<file path="src/rtl/gcd_arbiter_if.sv">
// Requester-side bus of the GCD arbiter: per-requester operand requests and
// per-requester responses sharing one result bus.
interface gcd_arbiter_if #(
    parameter int unsigned N = 4,
    parameter int unsigned W = 16
);
    logic [N-1:0]   req_valid;
    logic [N-1:0]   req_ready;
    logic [N*W-1:0] req_A;
    logic [N*W-1:0] req_B;
    logic [N-1:0]   resp_valid;
    logic [N-1:0]   resp_ready;
    logic [W-1:0]   resp_data;

    modport master (
        output req_valid, req_A, req_B, resp_ready,
        input  req_ready, resp_valid, resp_data
    );

    modport slave (
        input  req_valid, req_A, req_B, resp_ready,
        output req_ready, resp_valid, resp_data
    );
endinterface

</file>
<file path="src/rtl/gcd_arbiter.sv">
// Round-robin arbiter that shares one GCD unit between N requesters, issuing
// one operand pair at a time and routing the result back to its requester.
module gcd_arbiter #(
    parameter int unsigned N  = 4,
    parameter int unsigned W  = 16,
    parameter int unsigned IW = 2
) (
    input  logic          clk,
    input  logic          reset,
    gcd_arbiter_if.slave  bus,
    output logic          gcd_input_available,
    output logic [W-1:0]  gcd_A,
    output logic [W-1:0]  gcd_B,
    input  logic          gcd_result_ready,
    input  logic [W-1:0]  gcd_result,
    output logic          gcd_result_taken,
    output logic          busy,
    output logic [IW-1:0] grant_idx
);

    typedef enum logic [1:0] {
        IDLE  = 2'd0,
        ISSUE = 2'd1,
        BUSY  = 2'd2,
        RESP  = 2'd3
    } state_t;

    state_t        state_q;
    logic [IW-1:0] rr_ptr_q;
    logic [IW-1:0] grant_q;
    logic [W-1:0]  op_a_q;
    logic [W-1:0]  op_b_q;
    logic [W-1:0]  resp_data_q;

    logic [IW-1:0] win_idx;
    logic          win_vld;
    logic [N-1:0]  req_ready_c;
    logic [N-1:0]  resp_valid_c;

    // Scan from the farthest offset down so the entry closest to rr_ptr wins.
    always_comb begin
        win_idx = '0;
        win_vld = 1'b0;
        for (int k = int'(N) - 1; k >= 0; k--) begin
            if (bus.req_valid[IW'((int'(rr_ptr_q) + k) % int'(N))]) begin
                win_vld = 1'b1;
                win_idx = IW'((int'(rr_ptr_q) + k) % int'(N));
            end
        end
    end

    // Accept is gated by reset so no handshake can complete while held in reset.
    always_comb begin
        req_ready_c = '0;
        if (reset && (state_q == IDLE) && win_vld) begin
            req_ready_c[win_idx] = 1'b1;
        end
    end

    always_comb begin
        resp_valid_c = '0;
        if (state_q == RESP) begin
            resp_valid_c[grant_q] = 1'b1;
        end
    end

    always_ff @(posedge clk or negedge reset) begin
        if (!reset) begin
            state_q     <= IDLE;
            rr_ptr_q    <= '0;
            grant_q     <= '0;
            op_a_q      <= '0;
            op_b_q      <= '0;
            resp_data_q <= '0;
        end else begin
            case (state_q)
                IDLE: begin
                    if (win_vld) begin
                        op_a_q  <= bus.req_A[win_idx*W +: W];
                        op_b_q  <= bus.req_B[win_idx*W +: W];
                        grant_q <= win_idx;
                        state_q <= ISSUE;
                    end
                end
                ISSUE: state_q <= BUSY;
                BUSY: begin
                    if (gcd_result_ready) begin
                        resp_data_q <= gcd_result;
                        state_q     <= RESP;
                    end
                end
                RESP: begin
                    // Pointer advances only on response completion.
                    if (bus.resp_ready[grant_q]) begin
                        rr_ptr_q <= IW'((int'(grant_q) + 1) % int'(N));
                        state_q  <= IDLE;
                    end
                end
                default: state_q <= IDLE;
            endcase
        end
    end

    assign bus.req_ready          = req_ready_c;
    assign bus.resp_valid         = resp_valid_c;
    assign bus.resp_data          = resp_data_q;
    assign gcd_input_available    = (state_q == ISSUE);
    assign gcd_result_taken       = (state_q == BUSY) && gcd_result_ready;
    assign gcd_A                  = op_a_q;
    assign gcd_B                  = op_b_q;
    assign busy                   = (state_q != IDLE);
    assign grant_idx              = grant_q;

endmodule

</file>
<file path="src/flat_wrapper.sv">
// flat-port wrapper written by rule: the top's interface ports become plain ports
module gcd_arbiter_flat 
#(
    parameter int unsigned N  = 4,
    parameter int unsigned W  = 16,
    parameter int unsigned IW = 2
)
  (clk, reset, gcd_input_available, gcd_A, gcd_B, gcd_result_ready, gcd_result, gcd_result_taken, busy, grant_idx, bus_req_valid, bus_req_A, bus_req_B, bus_resp_ready, bus_req_ready, bus_resp_valid, bus_resp_data);
  gcd_arbiter_if #(.N(N), .W(W)) bus_i ();
  input  logic clk;
  input  logic reset;
  output logic gcd_input_available;
  output logic [W-1:0] gcd_A;
  output logic [W-1:0] gcd_B;
  input  logic gcd_result_ready;
  input  logic [W-1:0] gcd_result;
  output logic gcd_result_taken;
  output logic busy;
  output logic [IW-1:0] grant_idx;
  input wire logic [$bits(bus_i.req_valid)-1:0] bus_req_valid;
  input wire logic [$bits(bus_i.req_A)-1:0] bus_req_A;
  input wire logic [$bits(bus_i.req_B)-1:0] bus_req_B;
  input wire logic [$bits(bus_i.resp_ready)-1:0] bus_resp_ready;
  output wire logic [$bits(bus_i.req_ready)-1:0] bus_req_ready;
  output wire logic [$bits(bus_i.resp_valid)-1:0] bus_resp_valid;
  output wire logic [$bits(bus_i.resp_data)-1:0] bus_resp_data;
  assign bus_i.req_valid = bus_req_valid;
  assign bus_i.req_A = bus_req_A;
  assign bus_i.req_B = bus_req_B;
  assign bus_i.resp_ready = bus_resp_ready;
  assign bus_req_ready = bus_i.req_ready;
  assign bus_resp_valid = bus_i.resp_valid;
  assign bus_resp_data = bus_i.resp_data;
  gcd_arbiter #(.N(N), .W(W), .IW(IW)) u_core (.clk(clk), .reset(reset), .bus(bus_i), .gcd_input_available(gcd_input_available), .gcd_A(gcd_A), .gcd_B(gcd_B), .gcd_result_ready(gcd_result_ready), .gcd_result(gcd_result), .gcd_result_taken(gcd_result_taken), .busy(busy), .grant_idx(grant_idx));
endmodule
</file>
<file path="config.mk">
export PLATFORM = sky130hd
export DESIGN_NAME = gcd_arbiter_flat
export DESIGN_NICKNAME = d
export VERILOG_FILES = /design/src/rtl/gcd_arbiter_if.sv /design/src/rtl/gcd_arbiter.sv /design/src/flat_wrapper.sv
export SDC_FILE = /design/constraint.sdc
export NUM_CORES = 1
export LEC_CHECK = 0
export CAP_MARGIN = 20
export CORE_MARGIN = 2
export CORE_UTILIZATION = 37
export CTS_CLUSTER_DIAMETER = 200
export DETAILED_ROUTE_END_ITERATION = 6
export HOLD_SLACK_MARGIN = 0.12
export PLACE_DENSITY = 0.81
export SETUP_SLACK_MARGIN = 0.1
export SLEW_MARGIN = 0
export SYNTH_ARGS = -nofsm -noshare
export SYNTH_HDL_FRONTEND = slang
export SYNTH_SLANG_ARGS = --single-unit
</file>
<file path="constraint.sdc">
create_clock -name clk -period 2.45 [get_ports clk]
set_input_delay 0.735 -clock clk [delete_from_list [all_inputs] [get_ports clk]]
set_output_delay 0.735 -clock clk [all_outputs]
set_load 0.02 [all_outputs]
</file>
==> results.json, run 1 <==
{
  "cp_top_family": "buffers and inverters",
  "relSlewSlack_pct": 52.4,
  "worst_path_largest_cell_delay_ns": 0.25,
  "syn_nets": 516,
  "drive_above_1_share_pct": 17.9,
  "core-area_um2": 9150,
  "stdcell_count": 696,
  "clock-sinks": 54,
  "skew_ns": 0.00810,
  "hold_ws_ns": 0.501,
  "die_h_um": 101,
  "worstMarginPinSlew_ns": 0.715,
  "dpl_cell_area_um2": 5890,
  "rsz0062_at_grt": "yes",
  "fp-row-count": 35,
  "drv_slew": 0,
  "powerDensity_nw_per_um2": 1060,
  "fin_area_um2": 6100,
  "synth_flop_cell": "dfrtp_1",
  "syn_avg_cell_area_um2": 9.81,
  "antennaDiodeCount": 0,
  "cp-start-kind": "primary input",
  "numCtsBuffers": 5,
  "hold_viol_final": 0,
  "start_util_pct": 37.7,
  "ant_nets": 0,
  "area_growth_syn_to_layout_pct": 76.7,
  "clk_path_buf_depth": 2,
  "layout_worst_path_cycle_share_pct": 103,
  "criticalPathCategory": "in -> out",
  "crit_buf_inv": 4,
  "drt_iter0_markers": 153,
  "hpwl_um": 9480,
  "finalWirelength_um": 12900,
  "viasPerCell": 5.39,
  "clk_pin_slew_worst_paths_ns": 0.10,
  "yosysTopAreaCell": "dfrtp_1",
  "dp_cells": 680,
  "vias": 3753,
  "gp_congestion": 0.823,
  "io_buffers": 215,
  "violations": "setup timing",
  "cp_common_cell": "buf_6",
  "crit_path_end_kind": "primary output",
  "die_w_um": 101,
  "max-vdd-ir-drop_uv": 663,
  "yosys-top-cells-area": "dfrtp_1 (39%), mux2i_1 (9.6%), a211o_1 (8.1%)",
  "crit_arrival_ns": 1.79,
  "synth_warnings": 0,
  "fin_nets": 748,
  "total_power_mw": 6.47,
  "async_reset_ff_share_pct": 100,
  "required_ns": 1.71,
  "crit_path_max_fanout": 3,
  "status": "complete, but fails checks",
  "drcViolationCount": 0,
  "grt_pass1_vias": 4018,
  "synth_top_area_share_pct": 39.1,
  "dieArea_um2": 10100,
  "grtUsageTotal_pct": 24.9,
  "antenna_found_initial": 0,
  "gr-total-overflow": 0,
  "synth_area_um2": 3450,
  "p_leak_nw": 2.58,
  "synth_edf_count": 0,
  "synth_cells": 352,
  "htree_levels": 2,
  "slowest_stage": "or2_4",
  "drt-wirelength-per-cell_um": 18.6,
  "period_minus_slack_ns": 2.52,
  "preCtsSetupSlack_ns": -0.919,
  "yosysSeqAreaShare_pct": 39.1,
  "ys_ff_latch": 54,
  "setup_viol": 4,
  "worstSkewPairLatency_ns": 0.31,
  "hp-class": "reg -> reg",
  "synth_cell_types": 32,
  "cp_cell_sequence": "buf_6, or2_4, buf_6, a21oi_4, inv_2, nor3_4, buf_6",
  "root_buffer": "clkbuf_8",
  "cts_tree": "done",
  "setup_slack_ns": -0.0708,
  "max_freq_mhz": 397,
  "grt_pass1_wl_um": 19700,
  "grt_max_degree": 55,
  "ios": 216,
  "cap_violations": 0,
  "first_pass_iters": 4
}
## cell type report
class                           count  area (µm²)
Tap cell                          111         139
Fill cell                         709        3050
Clock inverter                      1        30.0
Clock buffer                        7        76.3
Sequential cell                    54        1350
Timing Repair Buffer              255        2490
Multi-Input combinational cell    260        1990
Inverter                            8        30.0
## path summary, 6_finish.rpt
kind,end,slack [ns],start,depth (start not counted)
setup / recovery,bus_req_ready[3],-0.07,bus_req_valid[1],7
hold / removal,u_core.gcd_A[8],0.50,u_core.gcd_A[8],2
setup reg to reg,u_core.gcd_A[1],0.50,u_core.rr_ptr_q[1],7
hold reg to reg,u_core.gcd_A[8],0.50,u_core.gcd_A[8],2
max in group asynchronous,u_core.rr_ptr_q[0],1.35,reset,2
min in group asynchronous,u_core.grant_idx[1],0.60,reset,2
## cell families (layout without fill, tap and decap cells)
kind of cell	after synthesis	after routing	share of synthesized area [%]
adders and majority gates	9	9	3.26
buffers and inverters	38	271	6.23
muxes	52	52	16.1
DFF	54	54	39.1
AOI/OAI and AO/OA	107	107	22.7
and+or+nand+nor	92	92	12.6
## power by group
part           total, mW  leakage, nW  internal, mW  switching, mW
clock network      0.612       0.0524         0.307          0.305
logic               4.27         1.87          2.07           2.20
registers           1.59        0.661          1.34          0.256
total               6.47         2.58          3.71           2.76
## routing by layer
metal / track usage [%] / up-vias / routed length [µm]
met4: 6.95 / 0 / 182
met1: 28.4 / 1808 / 4930
met3: 7.42 / 14 / 1220
met2: 44.9 / 174 / 6600
li1: - / 1757 / -
met5: 0 / - / 0
## cell usage after synthesis, types with 2 or more instances
library cell,instances
nand3_1,32
nand2b_1,3
o211ai_1,32
mux2i_1,33
clkbuf_1,6
buf_4,2
ha_1,9
and2_1,4
dfrtp_1,54
nor3_1,5
clkbuf_2,2
mux2_2,18
nand2_1,39
nor2_1,4
a211o_1,32
inv_1,8
buf_6,6
o21ai_0,36
buf_2,14
## what timing repair did
item	CTS	global route
hold endpoints to repair	0	0
endpoints found under the setup margin	25	9
hold buffers	0	0
buffers inserted	6	2
pin swaps	11	9
gates resized for setup	61	21
## cell usage in the layout (no fill, tap or decap), types with 5 or more instances in the layout
| master | instances |
|---|---|
| a211o_1 | 32 |
| buf_4 | 30 |
| buf_6 | 14 |
| clkbuf_8 | 5 |
| clkdlybuf4s50_1 | 199 |
| dfrtp_1 | 53 |
| ha_1 | 7 |
| mux2_2 | 18 |
| mux2i_1 | 33 |
| nand2_1 | 38 |
| nand3_1 | 32 |
| o211ai_1 | 32 |
| o21ai_0 | 36 |
## sequential cells by signal (all words and copies together) (netlist names)
name and count:
u_core.gcd_A 16, u_core.state_q 2, u_core.rr_ptr_q 2, u_core.gcd_B 16
u_core.grant_idx 2, u_core.bus.resp_data 16
## metrics by stage
stage	setup TNS [ns]	util, %
floorplan	-0.0900	-
global placement	-8.65	64.4
detailed placement	-10.74	64.4
CTS	-0.274	66.5
global route	-0.327	66.7
finish	-0.155	66.7
## worst register-to-register path: stages, from the launching register on
cell	delay (ns)
dfrtp_1	0.43
nand2b_4	0.18
buf_6	0.13
a31oi_4	0.19
buf_4	0.41
nand3_1	0.14
a211o_1	0.27
o211ai_1	0.11
(Power assumes the default switching activity.)
==> run 2: changes to the inputs <==
- CORE_ASPECT_RATIO: not set -> 0.5
==> results.json, run 2 (same netlist as run 1, synthesis figures left out) <==
{
  "status": "finished, final reports clean",
  "max-vdd-ir-drop_uv": 533,
  "die_h_um": 72.3,
  "gr-total-overflow": 0,
  "core-area_um2": 8890,
  "p_leak_nw": 2.64,
  "crit_buf_inv": 2,
  "hold_ws_ns": 0.496,
  "worst_path_largest_cell_delay_ns": 0.23,
  "routed-wl-met2_um": 6330,
  "fin_nets": 747,
  "root_buffer": "clkbuf_16",
  "crit_path_end_kind": "primary output",
  "worstSkewPairLatency_ns": 0.30,
  "period_minus_slack_ns": 2.43,
  "relSlewSlack_pct": 53.5,
  "wl_met3_um": 620,
  "grt_pass1_wl_um": 19100,
  "hold_viol_final": 0,
  "drt-wirelength-per-cell_um": 17.3,
  "required_ns": 1.71,
  "drive_above_1_share_pct": 16.8,
  "ctsHoldBuffers": 0,
  "antennaDiodeCount": 0,
  "crit_arrival_ns": 1.70,
  "n_fill_cell": 674,
  "rsz0062_at_grt": "yes",
  "slowest_stage": "and3b_2",
  "clkPwrFrac_pct": 13.8,
  "combPwrFrac_pct": 62.3,
  "worstMarginPinSlew_ns": 0.698,
  "setup_viol": 0,
  "vias": 3663,
  "die_w_um": 141,
  "grtUsageTotal_pct": 23.5,
  "cp-start-kind": "primary input",
  "viasPerCell": 5.23,
  "drcViolationCount": 0,
  "numCtsBuffers": 5,
  "fin_area_um2": 6200,
  "criticalPathCategory": "in -> out",
  "hp-class": "reg -> reg",
  "ant_nets": 0,
  "cts_tree": "done",
  "clk_path_buf_depth": 2,
  "layout_common_cells": "clkdlybuf4s50_1 (199), dfrtp_1 (52), nand2_1 (38)",
  "fp-row-count": 24,
  "clock-sinks": 54,
  "cap_violations": 0,
  "switching_share_pct": 40.8,
  "max_freq_mhz": 411,
  "pwr-share-seq_pct": 23.8,
  "area_growth_syn_to_layout_pct": 79.5,
  "antenna_found_initial": 0,
  "intPower_mw": 3.96,
  "wl_met1_um": 4950,
  "grt_max_degree": 55,
  "skew_ns": 0.00599,
  "io_buffers": 215,
  "regArea_um2": 1350,
  "drv_slew": 0,
  "powerDensity_nw_per_um2": 1080,
  "first_pass_iters": 5,
  "multiInputGateArea_um2": 1990,
  "layout_worst_path_cycle_share_pct": 99.2,
  "htree_levels": 2,
  "drt_iter0_markers": 186,
  "clk_pin_slew_worst_paths_ns": 0.07,
  "final_common_cell": "clkdlybuf4s50_1",
  "total_power_mw": 6.69,
  "dpl_cell_area_um2": 5860,
  "finalWirelength_um": 12100,
  "grt_pass1_vias": 3837,
  "dieArea_um2": 10200,
  "hpwl_um": 8710,
  "cp_cell_sequence": "buf_8, and3b_2, a31oi_4, nand2_4, nor3_4, buf_6",
  "topRoutingLayerUsed": "met4",
  "start_util_pct": 38.9,
  "gp_congestion": 0.808,
  "crit_path_max_fanout": 4,
  "ios": 216,
  "power_switching_mw": 2.73,
  "cp_top_family": "simple AND/OR/NAND/NOR gates"
}
-- run 2: per-layer routing --
metal / global-route usage [%] / up-vias
li1: - / 1760
met1: 28.0 / 1768
met2: 42.9 / 115
met3: 5.28 / 20
met4: 7.78 / 0
met5: 0 / -
-- run 2: cell type report --
type / instances / area share [%]
clock inverter: 3 / 1.11
multi-input combinational: 260 / 32.1
timing repair buffer: 254 / 40.1
inverter: 8 / 0.484
sequential: 54 / 21.8
clock buffer: 5 / 2.02
tap: 117 / 2.36
-- run 2: per-stage QoR --
stage / TNS [ns] / instances / setup WS [ns] / utilization (%)
after floorplan: -0.0900 / 352 / -0.0450 / -
after global placement: -15.07 / 683 / -0.932 / 66.0
after detailed placement: -16.83 / 683 / -0.953 / 66.0
after CTS: 0 / 698 / 0.00426 / 69.4
after global routing: -0.0581 / 701 / -0.0233 / 69.8
final: 0 / 701 / 0.0195 / 69.8
-- run 2: final timing paths --
kind,start,endpoint,slack [ns],depth (start not counted)
setup / recovery,bus_req_valid[2],bus_req_ready[1],0.02,6
hold / removal,u_core.gcd_A[7],u_core.gcd_A[7],0.50,2
setup reg to reg,u_core.rr_ptr_q[1],u_core.gcd_B[7],0.33,8
hold reg to reg,u_core.gcd_A[7],u_core.gcd_A[7],0.50,2
max in group asynchronous,reset,u_core.rr_ptr_q[0],1.33,2
min in group asynchronous,reset,u_core.state_q[0],0.63,2
-- run 2: repair_timing --
| action | 4_1_cts | 5_1_grt |
|---|---|---|
| buffers inserted | 7 | 3 |
| resized for setup | 67 | 3 |
| setup endpoints to repair | 44 | 4 |
| pin swaps | 12 | 5 |
-- run 2: power groups by stage --
stage	combinational (mW)	clock [mW]	sequential [mW]
after floorplan	1.87	0	2.07
after global placement	3.99	0	1.57
after detailed placement	4.06	0	1.60
after CTS	4.15	0.951	1.59
after global routing	4.48	0.985	1.65
final	4.17	0.924	1.59
-- run 2: worst min-delay path, cell delays in order (launching register included) --
cell	delay [ns]
dfrtp_1	0.34
nand2_1	0.05
o211ai_1	0.07
